File: config.mk
export PLATFORM = sky130hd
export DESIGN_NAME = config_bus_arbiter
export DESIGN_NICKNAME = d
export VERILOG_FILES = /design/src/rtl/ni_config_pkg.sv /design/src/rtl/sat_counter.sv /design/src/rtl/config_bus_arbiter.sv
export SDC_FILE = /design/constraint.sdc
export NUM_CORES = 1
export LEC_CHECK = 0
export ABC_AREA = 1
export CAP_MARGIN = 15
export CORE_MARGIN = 2
export CORE_UTILIZATION = 36
export DETAILED_ROUTE_END_ITERATION = 16
export GPL_TIMING_DRIVEN = 0
export PLACE_DENSITY = 0.89
export RECOVER_POWER = 100
export REMOVE_ABC_BUFFERS = 1
export SYNTH_ARGS = -nofsm -noshare
export SYNTH_HDL_FRONTEND = slang
export SYNTH_HIERARCHICAL = 1
export SYNTH_SLANG_ARGS = --single-unit
File: constraint.sdc
create_clock -name clk -period 2.27 [get_ports clk]
set_input_delay 0.454 -clock clk [delete_from_list [all_inputs] [get_ports clk]]
set_output_delay 0.454 -clock clk [all_outputs]
set_load 0.02 [all_outputs]
File: src/rtl/ni_config_pkg.sv
// ni_config_pkg
// Shared definitions for the NI configuration bus: OCP command and
// response encodings, default bus widths and the arbiter FSM states.
package ni_config_pkg;

    localparam int CFG_ADDR_W = 14;
    localparam int CFG_DATA_W = 32;

    // Processor OCP-style command encodings; 2'b11 is decoded as idle.
    localparam logic [1:0] CMD_IDLE = 2'b00;
    localparam logic [1:0] CMD_WR   = 2'b01;
    localparam logic [1:0] CMD_RD   = 2'b10;

    // Processor response encodings.
    localparam logic [1:0] RESP_NULL = 2'b00;
    localparam logic [1:0] RESP_DVA  = 2'b01;

    typedef enum logic [1:0] {
        ST_IDLE    = 2'd0,
        ST_RD_DATA = 2'd1,
        ST_RESP    = 2'd2
    } arb_state_e;

endpackage

File: src/rtl/sat_counter.sv
// sat_counter
// Unsigned counter that sticks at all-ones. Clear has priority over
// increment.
// Ports:
//   clk   - clock, rising edge
//   reset - asynchronous active-high reset, count -> 0
//   inc   - count up by one unless already saturated
//   clr   - synchronous clear to 0
//   cnt   - current count
module sat_counter #(
    parameter int W = 16
) (
    input  logic         clk,
    input  logic         reset,
    input  logic         inc,
    input  logic         clr,
    output logic [W-1:0] cnt
);

    logic [W-1:0] r_cnt;

    always_ff @(posedge clk or posedge reset) begin
        if (reset) begin
            r_cnt <= '0;
        end else if (clr) begin
            r_cnt <= '0;
        end else if (inc && (r_cnt != '1)) begin
            r_cnt <= r_cnt + W'(1);
        end
    end

    assign cnt = r_cnt;

endmodule

File: src/rtl/config_bus_arbiter.sv
// config_bus_arbiter
// Shares the NI configuration bus between the RX unit and the local
// processor. RX writes come from a TDM stream that cannot be held off, so
// any cycle with rx_en set belongs to RX. Processor commands are accepted
// only in RX-silent cycles while the FSM is idle and get a one-cycle DVA
// response: one cycle after a write accept, two after a read accept.
// Ports:
//   clk, reset                 - clock, asynchronous active-high reset
//   rx_addr/en/wr/wdata        - RX unit config access (always wins)
//   proc_cmd/addr/wdata        - processor command, held until accepted
//   proc_cmd_accept            - combinational accept for this cycle
//   proc_resp, proc_rdata      - response (DVA) and registered read data
//   cfg_addr/en/wr/wdata       - access to config targets
//   cfg_rdata                  - target read data, one cycle after a read
//   proc_stall_cnt             - saturating wait count of current command
module config_bus_arbiter
    import ni_config_pkg::*;
#(
    parameter int ADDR_W  = CFG_ADDR_W,
    parameter int DATA_W  = CFG_DATA_W,
    parameter int STALL_W = 16
) (
    input  logic               clk,
    input  logic               reset,
    input  logic [ADDR_W-1:0]  rx_addr,
    input  logic               rx_en,
    input  logic               rx_wr,
    input  logic [DATA_W-1:0]  rx_wdata,
    input  logic [1:0]         proc_cmd,
    input  logic [ADDR_W-1:0]  proc_addr,
    input  logic [DATA_W-1:0]  proc_wdata,
    output logic               proc_cmd_accept,
    output logic [1:0]         proc_resp,
    output logic [DATA_W-1:0]  proc_rdata,
    output logic [ADDR_W-1:0]  cfg_addr,
    output logic               cfg_en,
    output logic               cfg_wr,
    output logic [DATA_W-1:0]  cfg_wdata,
    input  logic [DATA_W-1:0]  cfg_rdata,
    output logic [STALL_W-1:0] proc_stall_cnt
);

    arb_state_e        r_state;
    arb_state_e        w_state_nxt;
    logic [DATA_W-1:0] r_rdata;
    logic              w_proc_req;
    logic              w_accept;
    logic              w_stall_inc;
    logic              w_stall_clr;

    assign w_proc_req = (proc_cmd == CMD_WR) || (proc_cmd == CMD_RD);

    // Gated by reset so a held command is not driven onto the bus while
    // reset is asserted; it is re-accepted in the first cycle after.
    assign w_accept    = w_proc_req && !rx_en && (r_state == ST_IDLE) && !reset;
    assign w_stall_inc = w_proc_req && rx_en && (r_state == ST_IDLE) && !reset;
    assign w_stall_clr = w_accept || !w_proc_req;

    assign proc_cmd_accept = w_accept;

    // Bus mux: RX owns the cycle whenever rx_en is set, even for an ignored
    // RX read, so the processor never gets the bus in such a cycle.
    always_comb begin
        cfg_en    = 1'b0;
        cfg_wr    = 1'b0;
        cfg_addr  = '0;
        cfg_wdata = '0;
        if (rx_en) begin
            cfg_en    = rx_wr;
            cfg_wr    = rx_wr;
            cfg_addr  = rx_addr;
            cfg_wdata = rx_wdata;
        end else if (w_accept) begin
            cfg_en    = 1'b1;
            cfg_wr    = (proc_cmd == CMD_WR);
            cfg_addr  = proc_addr;
            cfg_wdata = proc_wdata;
        end
    end

    always_comb begin
        w_state_nxt = r_state;
        case (r_state)
            ST_IDLE: begin
                if (w_accept) begin
                    w_state_nxt = (proc_cmd == CMD_RD) ? ST_RD_DATA : ST_RESP;
                end
            end
            ST_RD_DATA: w_state_nxt = ST_RESP;
            ST_RESP:    w_state_nxt = ST_IDLE;
            default:    w_state_nxt = ST_IDLE;
        endcase
    end

    always_ff @(posedge clk or posedge reset) begin
        if (reset) begin
            r_state <= ST_IDLE;
        end else begin
            r_state <= w_state_nxt;
        end
    end

    // Target read data belongs to the access of the previous cycle, which
    // in RD_DATA is always the processor read, whatever RX does now.
    always_ff @(posedge clk or posedge reset) begin
        if (reset) begin
            r_rdata <= '0;
        end else if (r_state == ST_RD_DATA) begin
            r_rdata <= cfg_rdata;
        end
    end

    assign proc_rdata = r_rdata;
    assign proc_resp  = (r_state == ST_RESP) ? RESP_DVA : RESP_NULL;

    sat_counter #(
        .W(STALL_W)
    ) u_stall_cnt (
        .clk   (clk),
        .reset (reset),
        .inc   (w_stall_inc),
        .clr   (w_stall_clr),
        .cnt   (proc_stall_cnt)
    );

endmodule

* Yosys cells after proc, flatten, opt, wreduce, memory -nomap -nowiden
Cells that the tools add are included.
** Word-level totals
- Bits in registers :: 50
- Logic and storage cells :: 38
** Cells by class
- Add/subtract/negate cells :: 1
- Equality and inequality tests :: 6
- Muxes and demuxes :: 14
- Reduce and logical (&&, ||, !) cells :: 14
** Operators with widths (number)
- 32-bit 2-to-1 mux :: 2
- 16-bit 2-to-1 mux :: 2
- 14-bit 2-to-1 mux :: 2
- 16-bit by 1-bit adder with 16-bit output, second input constant :: 1
- 16-bit inequality test, second input constant :: 1
- 1-bit logical AND :: 7
- 1-bit 2-to-1 mux :: 5
- 2-bit by 1-bit == test with 1-bit output, second input constant :: 2
- 2-bit == test, second input constant :: 2
- 2-bit 2-to-1 mux :: 2
- 2-bit one-hot mux with 2 select lines :: 1
- 1-bit logical NOT :: 3
- 2-bit logical NOT :: 1
- 1-bit logical OR :: 2
- 2-bit inequality test, second input constant :: 1
- 2-bit nonzero test :: 1

* Depth between registers and ports, before layout
Gate-level depths: netlist of run 1.
- Depth after elaboration :: 8
- Depth in mapped cells :: 12
- Depth with buffers taken out :: 11

* Modules after synthesis
The synthesis of run 1 kept the hierarchy.
** By module, submodules not included
- config_bus_arbiter :: times used 1, cells an instance 327, area each 2217.1 um^2, sequential area each 850.8 um^2
- sat_counter :: times used 1, cells an instance 159, area each 1083.5 um^2, sequential area each 400.4 um^2

* Least setup slack after synthesis of run 1
Ideal clock, no wire load.
- Path kind :: in2reg
- Start :: input proc_cmd[0]
- End :: register u_stall_cnt.r_cnt[6] (netlist: u_stall_cnt/cnt[6])
- Arrival :: 1.865 ns
- Required time :: 2.152 ns
- Path slack :: 0.287 ns
- Stages :: 10
- Path buffers :: 2
- Cells stage by stage :: inv_1 -> ha_1 -> nor2_2 -> buf_2 -> nand3_1 -> nand2_1 -> inv_1 -> buf_1 -> nand3_1 -> nand2_1
** On the way
- Word-level cells in the longest chain between the ends :: 7
- Elaborated cells between the ends (all ways) :: 14
- Those cells by class :: 2 x eq/ne; 1 x mux; 11 x reduce/logical
** RTL lines
- start: declaration :: RTL line config_bus_arbiter.sv:29 : input logic [1:0] proc_cmd,
- 2-bit by 1-bit == test with 1-bit output or 2-bit == test (tied branches) :: RTL line config_bus_arbiter.sv:51 : assign w_proc_req = (proc_cmd == CMD_WR) || (proc_cmd == CMD_RD);
- 1-bit logical OR (*) :: RTL line config_bus_arbiter.sv:51
- 1-bit logical AND (3 in series) :: RTL line config_bus_arbiter.sv:55 : assign w_accept = w_proc_req && !rx_en && (r_state == ST_IDLE) && !reset;
- 1-bit logical OR (*) :: RTL line config_bus_arbiter.sv:57 : assign w_stall_clr = w_accept || !w_proc_req;
- named net w_stall_clr :: RTL line config_bus_arbiter.sv:49 : logic w_stall_clr;
- 16-bit 2-to-1 mux or 2-bit nonzero test (tied branches)
- end signal: assignment :: RTL line sat_counter.sv:28 : r_cnt <= r_cnt + W'(1);
- end: declaration :: RTL line sat_counter.sv:20 : logic [W-1:0] r_cnt;
The timed path passes the listed nets; every way through them passes the cells marked *.
A chain may end at the register's enable or synchronous reset.

* Worst setup path in the final report of run 1
- Start :: input proc_cmd[1]
- End :: output proc_cmd_accept
** On the way
- Word-level cells in the longest chain between the ends :: 5
- Elaborated cells between the ends (all ways) :: 6
- Those cells by class :: 2 x eq/ne; 4 x reduce/logical
** RTL lines
- 2-bit by 1-bit == test with 1-bit output or 2-bit == test (tied branches) :: RTL line config_bus_arbiter.sv:51
- 1-bit logical OR (*) :: RTL line config_bus_arbiter.sv:51
- 1-bit logical AND (*) (3 in series) :: RTL line config_bus_arbiter.sv:55
- end: declaration :: RTL line config_bus_arbiter.sv:32 : output logic proc_cmd_accept,
Mark *: on every way between the ends. The rest lies on a longest branch, timed or not.

==> summary.md, run 1 <==
| Metric | Value |
|---|---|
| Worst path slowest cell | `dlygate4sd2_1` |
| Sum of buffers and inverters on the critical path | `3` |
| NumNets Final | `841` |
| Syn Inst Count | `486` |
| Crit path launch | `proc_cmd[1]` |
| Net Switching | `roughly 1.5 mW` |
| Maxcap violations | `0` |
| FMAX | `452 MHz` |
| Max-slew violation count | `0` |
| Root buffer selected by CTS | `clkbuf_8` |
| Die Y | `99.8 um` |
| Initial Util | `37.5%` |
| Row Count | `34` |
| Worst path most repeated cell | `dlygate4sd2_1` |
| Vias | `between 4000 and 5000` |
| CP peak stage delay | `350 ps` |
| Pwr dens | `659 nW/um^2` |
| CP Class | `in2out` |
| Status | `complete, no violations` |
| Most frequent cells in the layout | `nand2_1 (226), clkdlybuf4s50_1 (126), nand4_1 (58), dlygate4sd3_1 (48), dfrtp_1 (48)` |
| R2R Path Start | `r_state[0]` |
| Int Pwr | `2.28 mW` |
| Seq. cell area | `1260 um^2` |
| Vias per inst | `5.23` |
| Peak supply drop | `0.282 mV` |
| Area of the multi-input gates | `1840 um^2` |
| Logic pwr share | `48.8%` |
| Required @ worst endpoint | `1820 ps` |
| Final core occ | `64.5%` |
| DP HPWL | `between 9000 and 10000 um` |
| Initial antenna violation count | `1` |
| Fin crit share | `between 90% and 100%` |
| Leakage | `2.89 nW` |
| Commonest non-fill, non-tap cell in the layout | `nand2_1` |
| Final hold vios | `0` |
| Pin count of the biggest net entering global routing | `50` |
| Share of cells above drive strength 1 | `a little over an eighth` |
| Syn_area_per_cell | `~6.8 um^2` |
| Worst skew pair latency | `300 ps` |
| # IOs | `229` |
| First-pass GRT wire length | `20700 um` |
| Syn Std Cell Area | `3300 um^2` |
| Clock Sinks | `50` |
| HP Class | `reg2reg` |
| Unrepaired setup endpoints after global routing | `false` |
| Worst R2R End | `u_stall_cnt/cnt[1]` |
| Clock Power Share | `approximately 17%` |
| Yosys cell types | `28` |
| Worst-path fanout max | `5` |
| GP Congestion | `between 0.9 and 1` |
| Slew of the pin with the lowest slew margin | `1050 ps` |
| Main area contributors after synthesis | `dfrtp_1 (38%), nand2_1 (26%), nand4_1 (11%)` |
| # H-tree levels | `2` |
| Tmin final | `about 2200 ps` |
| Drt drc | `0` |
| Final ANT Viol Nets | `0` |
| #FFs+latches synth | `50` |
| Clock skew | `between 2 and 2.5 ps` |
| Yosys warns | `6` |
| Die footprint | `9950 um^2` |
| Crit path capture | `proc_cmd_accept` |
| Post-synthesis sequential area ratio | `37.9%` |
| Synth area leader | `dfrtp_1` |
| Area fraction of the dominant cell type after synthesis | `between 30% and 40%` |
| Data arrival, critical path | `roughly 1800 ps` |
| Switching part of the total power | `39.0%` |
| Crit-path cells | `dlygate4sd2_1 > ha_4 > nor2_2 > nand3_2 > inv_1 > dlygate4sd2_1` |
| Crit. End Element | `output port` |
| GR Overflow Total | `0` |
| CP delay by family, top | `buffers and inverters` |
| Reg2Reg Depth | `7` |
| Total CTS buffers | `5` |
| Worst hold margin | `471 ps` |
| Core ar. | `8810 um^2` |
| Final WL | `13100 um` |
| Levels on crit path | `6` |
| First-pass DRT Iterations | `5` |
| Vias in the first global route | `between 4000 and 5000` |
| Die W | `99.8 um` |
| Max-slew headroom | `30.1%` |
| Flop2flop setup slack | `120 ps` |
| # hold bufs at CTS | `0` |
| Initial DRC count | `181` |
| Startpoint Class | `input pin` |
| Sequential share of power | `34.3%` |
| Clk slew on worst S/H paths | `90 ps` |
| Final Setup Violations | `0` |
| GRT Total Usage | `around 26%` |
| Area grow syn2layout | `71.9%` |
| CTS tree | `built` |
| Maximum clock path buffer count | `2` |
| Drt wl/cell | `roughly 16 um` |
| Final-layout fill cell count | `779` |
| PortBufs | `227` |
-- tightest hold or removal path, stage by stage, from the launching register on --
cell	delay, ps
dfrtp_1	350
nand2_1	50
nand2_1	50
-- cells by family (layout without fill, tap and decap cells) --
kind of cell,after synthesis,after routing,synth area share [%]
buffers and inverters,61,278,9.14
AO/OA/AOI/OAI,5,5,0.758
adder cells (fa/ha/maj),3,3,1.14
flip-flops,50,50,37.9
XOR/XNOR,4,4,1.06
AND/OR/NAND/NOR,362,368,49.9
other,1,2,0.114
-- final cells by class --
class,instances,area share (%)
Clock inverter,3,0.772
Multi-Input combinational cell,381,32.3
Tap cell,108,2.38
Sequential cell,50,22.1
Inverter,27,1.87
Clock buffer,5,1.21
Timing Repair Buffer,243,39.2
Antenna cell,1,0.0441
-- cell usage after synthesis (all sizes together) --
cell type and n:
buf 26, nor3 1, o21ai 3, xnor2 2
xor2 2, a21oi 2, nand2 228, and3 1
ha 3, nand3b 2, dfrtp 50, nand3 45
nand4 58, conb 1, inv 26, nor2 27
clkinv 1, clkbuf 8
-- flip-flops by register name, indices dropped and copies added (netlist names) --
signal / cells
u_stall_cnt/cnt: 16
r_state: 2
proc_rdata: 32
-- metrics by stage --
step	instance area (um^2)	setup WS [ps]	power [mW]	instances	setup TNS, ps
global placement	5510	-2050	3.11	787	-123960
floorplan	3100	-561	2.11	452	-23000
CTS	5660	28.9	3.85	812	0
global route	5680	7.86	3.95	818	0
detailed placement	5550	-1380	3.17	789	-80530
finish	5680	56.9	3.74	818	0
-- layer usage --
layer,up-vias,global-route usage [%],share of wire [%],wire length (um)
met5,-,0,0,0
met4,0,9.38,3.4,448
met3,32,5.20,7.8,1030
met2,204,46.5,51,6760
met1,2015,29.9,37,4910
li1,2031,-,-,-
-- power by group through the flow --
stage                     combinational [mW]  sequential (mW)  clock (mW)
final                                   1.83             1.28       0.630
after global routing                    1.95             1.32       0.684
after CTS                               1.91             1.30       0.648
after detailed placement                1.86             1.31           0
after global placement                  1.81             1.30           0
after floorplan                        0.487             1.63           0
-- repair_timing --
item,CTS,global route
cloned,6,0
endpoints found under the setup margin,67,19
setup buffers,9,5
gates resized for setup,221,2
pin swaps,8,2
-- how the worst min path moves through the flow --
stage                               from            endpoint  depth (start not counted)
after global placement    proc_rdata[19]      proc_rdata[19]                          2
final                      proc_rdata[0]       proc_rdata[0]                          2
after CTS                 proc_rdata[14]      proc_rdata[14]                          2
after global routing       proc_rdata[0]       proc_rdata[0]                          2
after floorplan                    reset  u_stall_cnt/cnt[0]                          1
after detailed placement   proc_rdata[0]       proc_rdata[0]                          2
No activity file was read; power rests on OpenSTA's default activity.
==> run 2: changes to the inputs <==
- REMOVE_ABC_BUFFERS: 1 -> default
==> summary.md, run 2 (synthesized netlist as in run 1, its figures left out) <==
| Metric | Value |
|---|---|
| Status | `complete, no violations` |
| Drt wl/cell | `15.1 um` |
| Data arrival, critical path | `1740 ps` |
| Initial antenna violation count | `1` |
| Seq. cell area | `1250 um^2` |
| First-pass DRT Iterations | `5` |
| Fin crit share | `96.7%` |
| Final hold vios | `0` |
| HP Class | `reg2reg` |
| Pin count of the biggest net entering global routing | `24` |
| NumNets Final | `between 800 and 900` |
| GRT Total Usage | `25.2%` |
| Core ar. | `between 8000 and 9000 um^2` |
| CTS tree | `built` |
| Final Setup Violations | `0` |
| Most frequent cells in the layout | `nand2_1 (225), clkdlybuf4s50_1 (126), nand4_1 (58), dfrtp_1 (50), dlygate4sd3_1 (48)` |
| Area of the multi-input gates | `1770 um^2` |
| Max-slew violation count | `0` |
| Initial DRC count | `about 250` |
| # H-tree levels | `2` |
| Drt drc | `0` |
| Commonest non-fill, non-tap cell in the layout | `nand2_1` |
| Area grow syn2layout | `73.0%` |
| Initial Util | `a little under two fifths` |
| Worst-path fanout max | `10` |
| Required @ worst endpoint | `1820 ps` |
| Syn nets | `619` |
| # IOs | `229` |
| Vias per inst | `around 5.0` |
| Startpoint Class | `input pin` |
| Clk slew on worst S/H paths | `approximately 90 ps` |
| FMAX | `~460 MHz` |
| PortBufs | `between 200 and 250` |
| Tmin final | `2200 ps` |
| Leakage | `2.97 nW` |
| Clock Sinks | `50` |
| Die W | `99.8 um` |
| Clock skew | `4.41 ps` |
| CP Class | `in2out` |
| Peak supply drop | `0.368 mV` |
| Maxcap violations | `0` |
| Root buffer selected by CTS | `clkbuf_8` |
| Crit. End Element | `output port` |
| Die Y | `around 100 um` |
| Pwr dens | `about 650 nW/um^2` |
| Max-slew headroom | `34.2%` |
| Max reg flops | `32` |
| DP HPWL | `slightly above 10000 um` |
| Final ANT Viol Nets | `0` |
| Final-layout fill cell count | `772` |
| Share of cells above drive strength 1 | `14.4%` |
| Maximum clock path buffer count | `2` |
| GP Congestion | `0.913` |
| # hold bufs at CTS | `0` |
| Final core occ | `approximately two thirds` |
| Worst hold margin | `472 ps` |
| Unrepaired setup endpoints after global routing | `false` |
| Worst skew pair latency | `300 ps` |
| Vias | `4220` |
| Total CTS buffers | `5` |
| Final WL | `12700 um` |
| Die footprint | `9950 um^2` |
| Slew of the pin with the lowest slew margin | `about 1000 ps` |
| Vias in the first global route | `around 4200` |
| GR Overflow Total | `0` |
| First-pass GRT wire length | `just over 20000 um` |
| Row Count | `34` |
## run 2: stage by stage
stage	instances	total power, mW	area [um^2]	setup TNS, ps	setup WS, ps
global placement	821	3.17	5710	-45570	-894
CTS	835	3.86	5770	0	1.29
global route	836	3.92	5710	0	4.28
finish	836	3.70	5710	0	74.0
detailed placement	822	3.23	5740	-46130	-915
floorplan	486	2.18	3300	0	287
## run 2: area by class of cell
class | count | area share, %
Tap cell | 108 | 2.37
Clock inverter | 3 | 0.767
Multi-Input combinational cell | 375 | 31.0
Buffer | 33 | 3.99
Inverter | 27 | 1.77
Clock buffer | 5 | 1.20
Timing Repair Buffer | 234 | 37.0
Sequential cell | 50 | 21.9
Antenna cell | 1 | 0.0438
## run 2: what timing repair did
item,in CTS,in global routing
buffers inserted,3,0
endpoints found under the setup margin,66,49
pin swaps,2,0
resized for setup,244,12
cloned,3,0
## run 2: routing by layer
layer  up-vias  track usage [%]  share of wire [%]  wire length [um]
met5         -                0                  0                 0
met4         0             8.96                3.2               405
met3        30             6.82                8.3              1050
met2       203             46.2                 52              6530
met1      1925             27.7                 37              4670
li1       2062                -                  -                 -
## run 2: worst max-delay path, stage by stage
cell and delay, ps:
clkdlybuf4s50_1 510, nor2_4 180, buf_6 130, buf_6 130, nand4_1 80, nand2_1 90, clkbuf_2 170
## run 2: worst paths after layout
kind	to	depth (start not counted)	from	slack, ps
max	cfg_addr[5]	7	reset	70
min	proc_rdata[12]	2	proc_rdata[12]	470
max reg2reg	u_stall_cnt/cnt[13]	9	r_state[0]	330
min reg2reg	proc_rdata[12]	2	proc_rdata[12]	470
max in group asynchronous	proc_rdata[10]	3	reset	370
min in group asynchronous	proc_rdata[21]	2	reset	610
## run 2: power breakdown
part           switching, mW  leakage (nW)  total [mW]  internal (mW)
clock network          0.312        0.0585       0.643          0.331
logic                  0.983          2.29        1.78          0.794
registers              0.133         0.623        1.28           1.15
total                   1.43          2.97        3.70           2.27
